--- src/rtl/fetch_queue.sv ---
// Instruction fetch queue: 1-cycle-latency imem requests, DEPTH-entry FIFO of {pc, instr}, valid/ready to decode.
// Latency req->IFvalid is 2 cycles (1 with FETCH_QUEUE_BYPASS_EN); issue throttled by count+pending credits, so IFready low never overflows.
module fetch_queue #(
  parameter logic [31:0] RESET_PC = 32'h0000_0000,
  parameter int          DEPTH    = 4,
  parameter int          CW       = $clog2(DEPTH) + 1
) (
  input  logic          clk,
  input  logic          reset,
  output logic          IFreq,
  output logic [31:0]   IFaddr,
  input  logic [31:0]   IFrdata,
  input  logic          IFredirect,
  input  logic [31:0]   IFtarget,
  output logic          IFvalid,
  input  logic          IFready,
  output logic [31:0]   IFinstr,
  output logic [31:0]   IFpc,
  output logic [CW-1:0] IFcount
);

  localparam int          AW      = $clog2(DEPTH);
  localparam logic [CW:0] DEPTH_W = (CW+1)'(DEPTH);

  logic [31:0]   fetch_pc;
  logic [31:0]   pend_pc;
  logic          pending;
  logic [AW-1:0] wr_ptr;
  logic [AW-1:0] rd_ptr;
  logic [CW-1:0] count;
  logic [63:0]   mem [DEPTH];

  logic [63:0]   head;
  logic [CW:0]   credit_used;
  logic          q_vld;
  logic          push;
  logic          pop;

  assign head        = mem[rd_ptr];
  assign credit_used = {1'b0, count} + {{CW{1'b0}}, pending};
  assign q_vld       = (count != '0);
  assign IFaddr      = fetch_pc;
  assign IFcount     = count;
  assign IFreq       = !reset && !IFredirect && (credit_used < DEPTH_W);
  assign pop         = q_vld && IFready && !IFredirect;

`ifdef FETCH_QUEUE_BYPASS_EN
  logic byp_vld;
  assign byp_vld = !q_vld && pending && !IFredirect;

  always_comb begin
    IFvalid = q_vld || byp_vld;
    IFinstr = 32'h0;
    IFpc    = 32'h0;
    push    = pending && !IFredirect && !(byp_vld && IFready);
    if (q_vld) begin
      IFinstr = head[31:0];
      IFpc    = head[63:32];
    end else if (byp_vld) begin
      IFinstr = IFrdata;
      IFpc    = pend_pc;
    end
  end
`else
  always_comb begin
    IFvalid = q_vld;
    IFinstr = 32'h0;
    IFpc    = 32'h0;
    push    = pending && !IFredirect;
    if (q_vld) begin
      IFinstr = head[31:0];
      IFpc    = head[63:32];
    end
  end
`endif

  always_ff @(posedge clk or posedge reset) begin
    if (reset) begin
      fetch_pc <= RESET_PC;
      pend_pc  <= 32'h0;
      pending  <= 1'b0;
      wr_ptr   <= '0;
      rd_ptr   <= '0;
      count    <= '0;
    end else if (IFredirect) begin
      // Drop queue contents and the in-flight response; restart at the word-aligned target.
      fetch_pc <= {IFtarget[31:2], 2'b00};
      pending  <= 1'b0;
      wr_ptr   <= '0;
      rd_ptr   <= '0;
      count    <= '0;
    end else begin
      pending <= IFreq;
      if (IFreq) begin
        fetch_pc <= fetch_pc + 32'd4;
        pend_pc  <= fetch_pc;
      end
      if (push) wr_ptr <= wr_ptr + AW'(1);
      if (pop)  rd_ptr <= rd_ptr + AW'(1);
      case ({push, pop})
        2'b10:   count <= count + CW'(1);
        2'b01:   count <= count - CW'(1);
        default: count <= count;
      endcase
    end
  end

  always_ff @(posedge clk) begin
    if (push) mem[wr_ptr] <= {pend_pc, IFrdata};
  end

endmodule

--- config.mk ---
export PLATFORM = sky130hd
export DESIGN_NAME = fetch_queue
export DESIGN_NICKNAME = d
export VERILOG_FILES = /design/src/rtl/fetch_queue.sv
export SDC_FILE = /design/constraint.sdc
export NUM_CORES = 1
export LEC_CHECK = 0
export BUFFER_PORTS_ARGS = -buffer_cell sky130_fd_sc_hd__buf_2
export CAP_MARGIN = 40
export CELL_PAD_IN_SITES_DETAIL_PLACEMENT = 1
export CELL_PAD_IN_SITES_GLOBAL_PLACEMENT = 1
export CORE_UTILIZATION = 44
export CTS_BUF_LIST = sky130_fd_sc_hd__clkbuf_16
export CTS_CLUSTER_DIAMETER = 120
export DETAILED_ROUTE_END_ITERATION = 10
export PLACE_DENSITY_LB_ADDON = 0.1
export SLEW_MARGIN = 20
export SYNTH_ARGS = -nofsm -noshare
export SYNTH_HDL_FRONTEND = slang
export SYNTH_SLANG_ARGS = --single-unit
--- constraint.sdc ---
create_clock -name clk -period 2.75 [get_ports clk]
set_input_delay 0.4125 -clock clk [delete_from_list [all_inputs] [get_ports clk]]
set_output_delay 0.4125 -clock clk [all_outputs]
set_load 0.01 [all_outputs]
==> flow_summary.toml <==
[clock_tree]
numClockSinks = 316
cts_tree = "built"
numCtsBuffers = 34
ctsHoldBuffers = 0
clockBufferDepth = 3
worst_setup_hold_path_clk_slew_ns = 0.06
deepest_level_of_the_cts_h_tree = 2
clock_latency_ns = 0.51
root_buffer = "clkbuf_16"

[placed_design]
routabilityCongestion = 0.792
placement.setup.worst_slack_ns = 0.321
hpwl_microns = 18000
dp_cells = 1294
portBuffers = 162

[sta]
finalSetupViolCount = 0
period_share = 0.962
worst_clock_skew_ns = 0.0196
maxSlewHeadroom = 0.535
drv_slew = 0
hold-worst-slack_ns = 0.0326
max_freq_mhz = 378
setup_repair_after_global_routing_missed_its_margin = "no"
finalHoldViolations = 0
setup_total_negative_slack_ns = 0
layout_min_cycle_time_ns = 2.65
final_critical_path_setup_slack_ns = 0.104
tightest_slew_ns = 0.697

[pwr]
standby_leakage_power_uw = 0.00572
powerDensity_mw_per_mm2 = 935
p_int_uw = 9990
ir_drop_v = 0.000566
p_switching_uw = 4190
share_clk_of_total_power = 0.302
pwr-share-seq = 0.446
comb_power_share = 0.252
switching_share = 0.296

[logic_synthesis]
yosysTopAreaCellShare = 0.584
synthesis.instances = 777
synth_ff_type = "edfxtp_1"
synth_seq_cells = 316
synthesis.area_sq_mm = 0.0128
netlist-cell-type-count = 52
synthArstFlopShare = 0.215
synth.yosys.warnings = 0
yosysTopAreaCell = "edfxtp_1"
synth_sequential_area_ratio = 0.717
syn_avg_cell_area_sq_um = 16.4
synth_edf_count = 248
yosys-top-cells-area = "edfxtp_1, dfrtp_1, mux4_2, and2_1, nand2_1"

[cells_and_area]
proportion_of_layout_cells_with_a_drive_suffix_above_1 = 0.313
total_area_of_multi_input_combinational_cells_sq_mm = 0.00337
sequential_cell_area_sq_mm = 0.00916
areaGrowthSynthToFinish_pct = 18.9
fillers = 2712
finish.cell_count_without_fillers = 1353
layout.nets = 1026
n_antenna_cell = 0

[global_route]
global_route.peak_usage_layer = "met2"
maximum_number_of_pins_on_one_net_before_global_route_repair = 65
vias_in_the_first_global_route = 7921
met3_usage = 0.0366
grt_first_pass_wirelength_microns = 44900
grt_overflow = 0
antenna_violations_before_repair = 0
grt_use_total = 0.203
grt.met2_usage = 0.351
grt_util_met1 = 0.266

[detailed_routing]
postRouteAntennaNets = 0
route.detailed.vias_per_inst = 5.39
initialDrtViolationCount = 443
routed_wl_microns = 29300
drtPass1Iterations = 4
number_of_design_rule_violations_left_after_detail_routing = 0
num_vias = 7290
avgRoutedWirePerCell_microns = 21.7

[critical_path]
worst_path_max_delay_cell = "mux4_2"
criticalPathCategory = "reg2out"
critPathLaunchType = "flop"
critical-path-max-stage-delay_ns = 0.55
crit-reg2reg-launch = "IFcount[0]$_DFFE_PP0P_"
worstPathRequired_ns = 2.34
crit_chain = "buf_16 -> mux4_2 -> and2_1 -> buf_2"
critical_path.max_fanout = 39
critPathCaptureType = "output pin"
worst_ep_arrival_time_ns = 2.23
critPathLaunch = "rd_ptr[0]$_DFFE_PP0P_"
reg2reg_setup_slack_ns = 0.33

[status]
result_of_the_run = "finished, final reports clean"

[floorplanning]
die_area_sq_mm = 0.0297
num_io_pins = 169
floorplan.core_area_sq_mm = 0.0282
chipHeight_microns = 172
die_width_microns = 172
rows = 61
initial_utilization = 0.453

[flow_run]
drv.max_cap_violation_count = 0

[min_path]
worstHoldPathType = "in2async"
## cells in the mapped netlist (2+ instances only)
cell type / instances
a21o_1: 2
a21oi_1: 7
a221o_1: 6
a22oi_1: 4
a31oi_1: 2
and2_1: 68
and3_1: 5
and4_1: 2
buf_2: 13
buf_4: 4
buf_6: 2
clkbuf_1: 27
dfrtp_1: 68
edfxtp_1: 248
ha_1: 5
inv_1: 10
mux2i_1: 3
mux4_2: 62
nand2_1: 112
nand3_1: 16
nand3b_1: 5
nand4_1: 11
nor2_1: 14
nor2b_1: 6
nor3_1: 6
nor3b_1: 2
nor4_1: 2
o211ai_1: 5
o21ai_0: 23
o311ai_0: 5
o311ai_1: 3
or3_1: 2
xnor2_1: 4
xor2_1: 5
## worst max-delay path: cells and delay by family (launching register included)
| family | cells | cell delay [ns] |
|---|---|---|
| muxes | 1 | 0.55 |
| and+or+nand+nor | 1 | 0.19 |
| buffers and inverters | 2 | 0.45 |
| DFF | 1 | 0.51 |
## worst paths after layout
kind,endpoint,depth (start not counted)
worst max register to register,IFcount[2]$_DFFE_PP0P_,8
min in group clk,mem[2][25]$_DFFE_PP_,1
worst min-delay path,pend_pc[11]$_DFFE_PP0P_,2
worst min register to register,mem[0][61]$_DFFE_PP_,0
worst max-delay path,IFpc[13],4
max in group asynchronous,pending$_DFF_PP0_,3
## cells by family after synthesis
family,after synthesis,share of synthesized area
and+or+nand+nor,258,0.103
DFF,316,0.717
buffers and inverters,58,0.0207
AOI/OAI and AO/OA,63,0.0335
xor gates and xnor gates,9,0.00618
other,1,0.000294
muxes,66,0.113
adders and majority gates,6,0.00647
## repair_timing
| action | 4_1_cts | 5_1_grt |
|---|---|---|
| buffers inserted | 0 | 0 |
| endpoints found under the setup margin | 0 | 8 |
| resized for setup | 0 | 2 |
## area by class of cell
cell class | instances | area share
Sequential cell | 316 | 0.604
Clock buffer | 35 | 0.0577
Clock inverter | 24 | 0.0118
Inverter | 11 | 0.00272
Timing Repair Buffer | 183 | 0.0712
Multi-Input combinational cell | 406 | 0.222
Tap cell | 378 | 0.0312
## through the flow
step | total power (uW) | utilization | cell area [sq um]
2_1_floorplan | 8540 | - | 12800
3_3_place_gp | 9920 | 0.501 | 14100
3_5_place_dp | 10100 | 0.501 | 14100
4_1_cts | 14400 | 0.538 | 15200
5_1_grt | 14900 | 0.539 | 15200
6_report | 14200 | 0.539 | 15200
## sequential cells by signal, indices dropped and copies added (netlist names)
| signal | cells |
|---|---|
| pend_pc | 30 |
| IFcount | 3 |
| rd_ptr | 2 |
| IFaddr | 30 |
| wr_ptr | 2 |
| pending | 1 |
| mem | 248 |
## layout by cell type, fill, tap and decap left out, types with 3 or more instances in the layout
cell type	count
edfxtp_1	248
buf_2	162
nand2_1	112
dfrtp_1	66
and2_1	64
mux4_2	62
clkbuf_16	35
o21ai_0	23
inv_1	17
nand3_1	16
nor2_1	14
buf_4	12
nand4_1	11
a21oi_1	7
buf_12	7
a221o_1	6
nor3_1	6
nor2b_1	6
clkinv_1	6
and3_1	5
o311ai_0	5
nand3b_1	5
o211ai_1	5
xor2_1	5
ha_1	5
clkinv_2	5
xnor2_1	4
a22oi_1	4
and2_4	4
conb_1	4
o311ai_1	3
mux2i_1	3
## power groups by stage
| stage | Clock (uW) | Combinational, uW | Sequential [uW] |
|---|---|---|---|
| after floorplan | 0 | 2320 | 6220 |
| after global placement | 0 | 3570 | 6350 |
| after detailed placement | 0 | 3630 | 6430 |
| after CTS | 4390 | 3650 | 6340 |
| after global routing | 4550 | 3950 | 6410 |
| final | 4280 | 3570 | 6330 |
## per-layer routing
metal  part of all wire  routed length, microns  up-vias
met3              0.050                    1470       29
met2               0.51                   14900      209
met1               0.43                   12500     3765
li1                   -                       -     3287
met4              0.013                     370        0
met5                  0                       0        -
(Power assumes the default switching activity.)
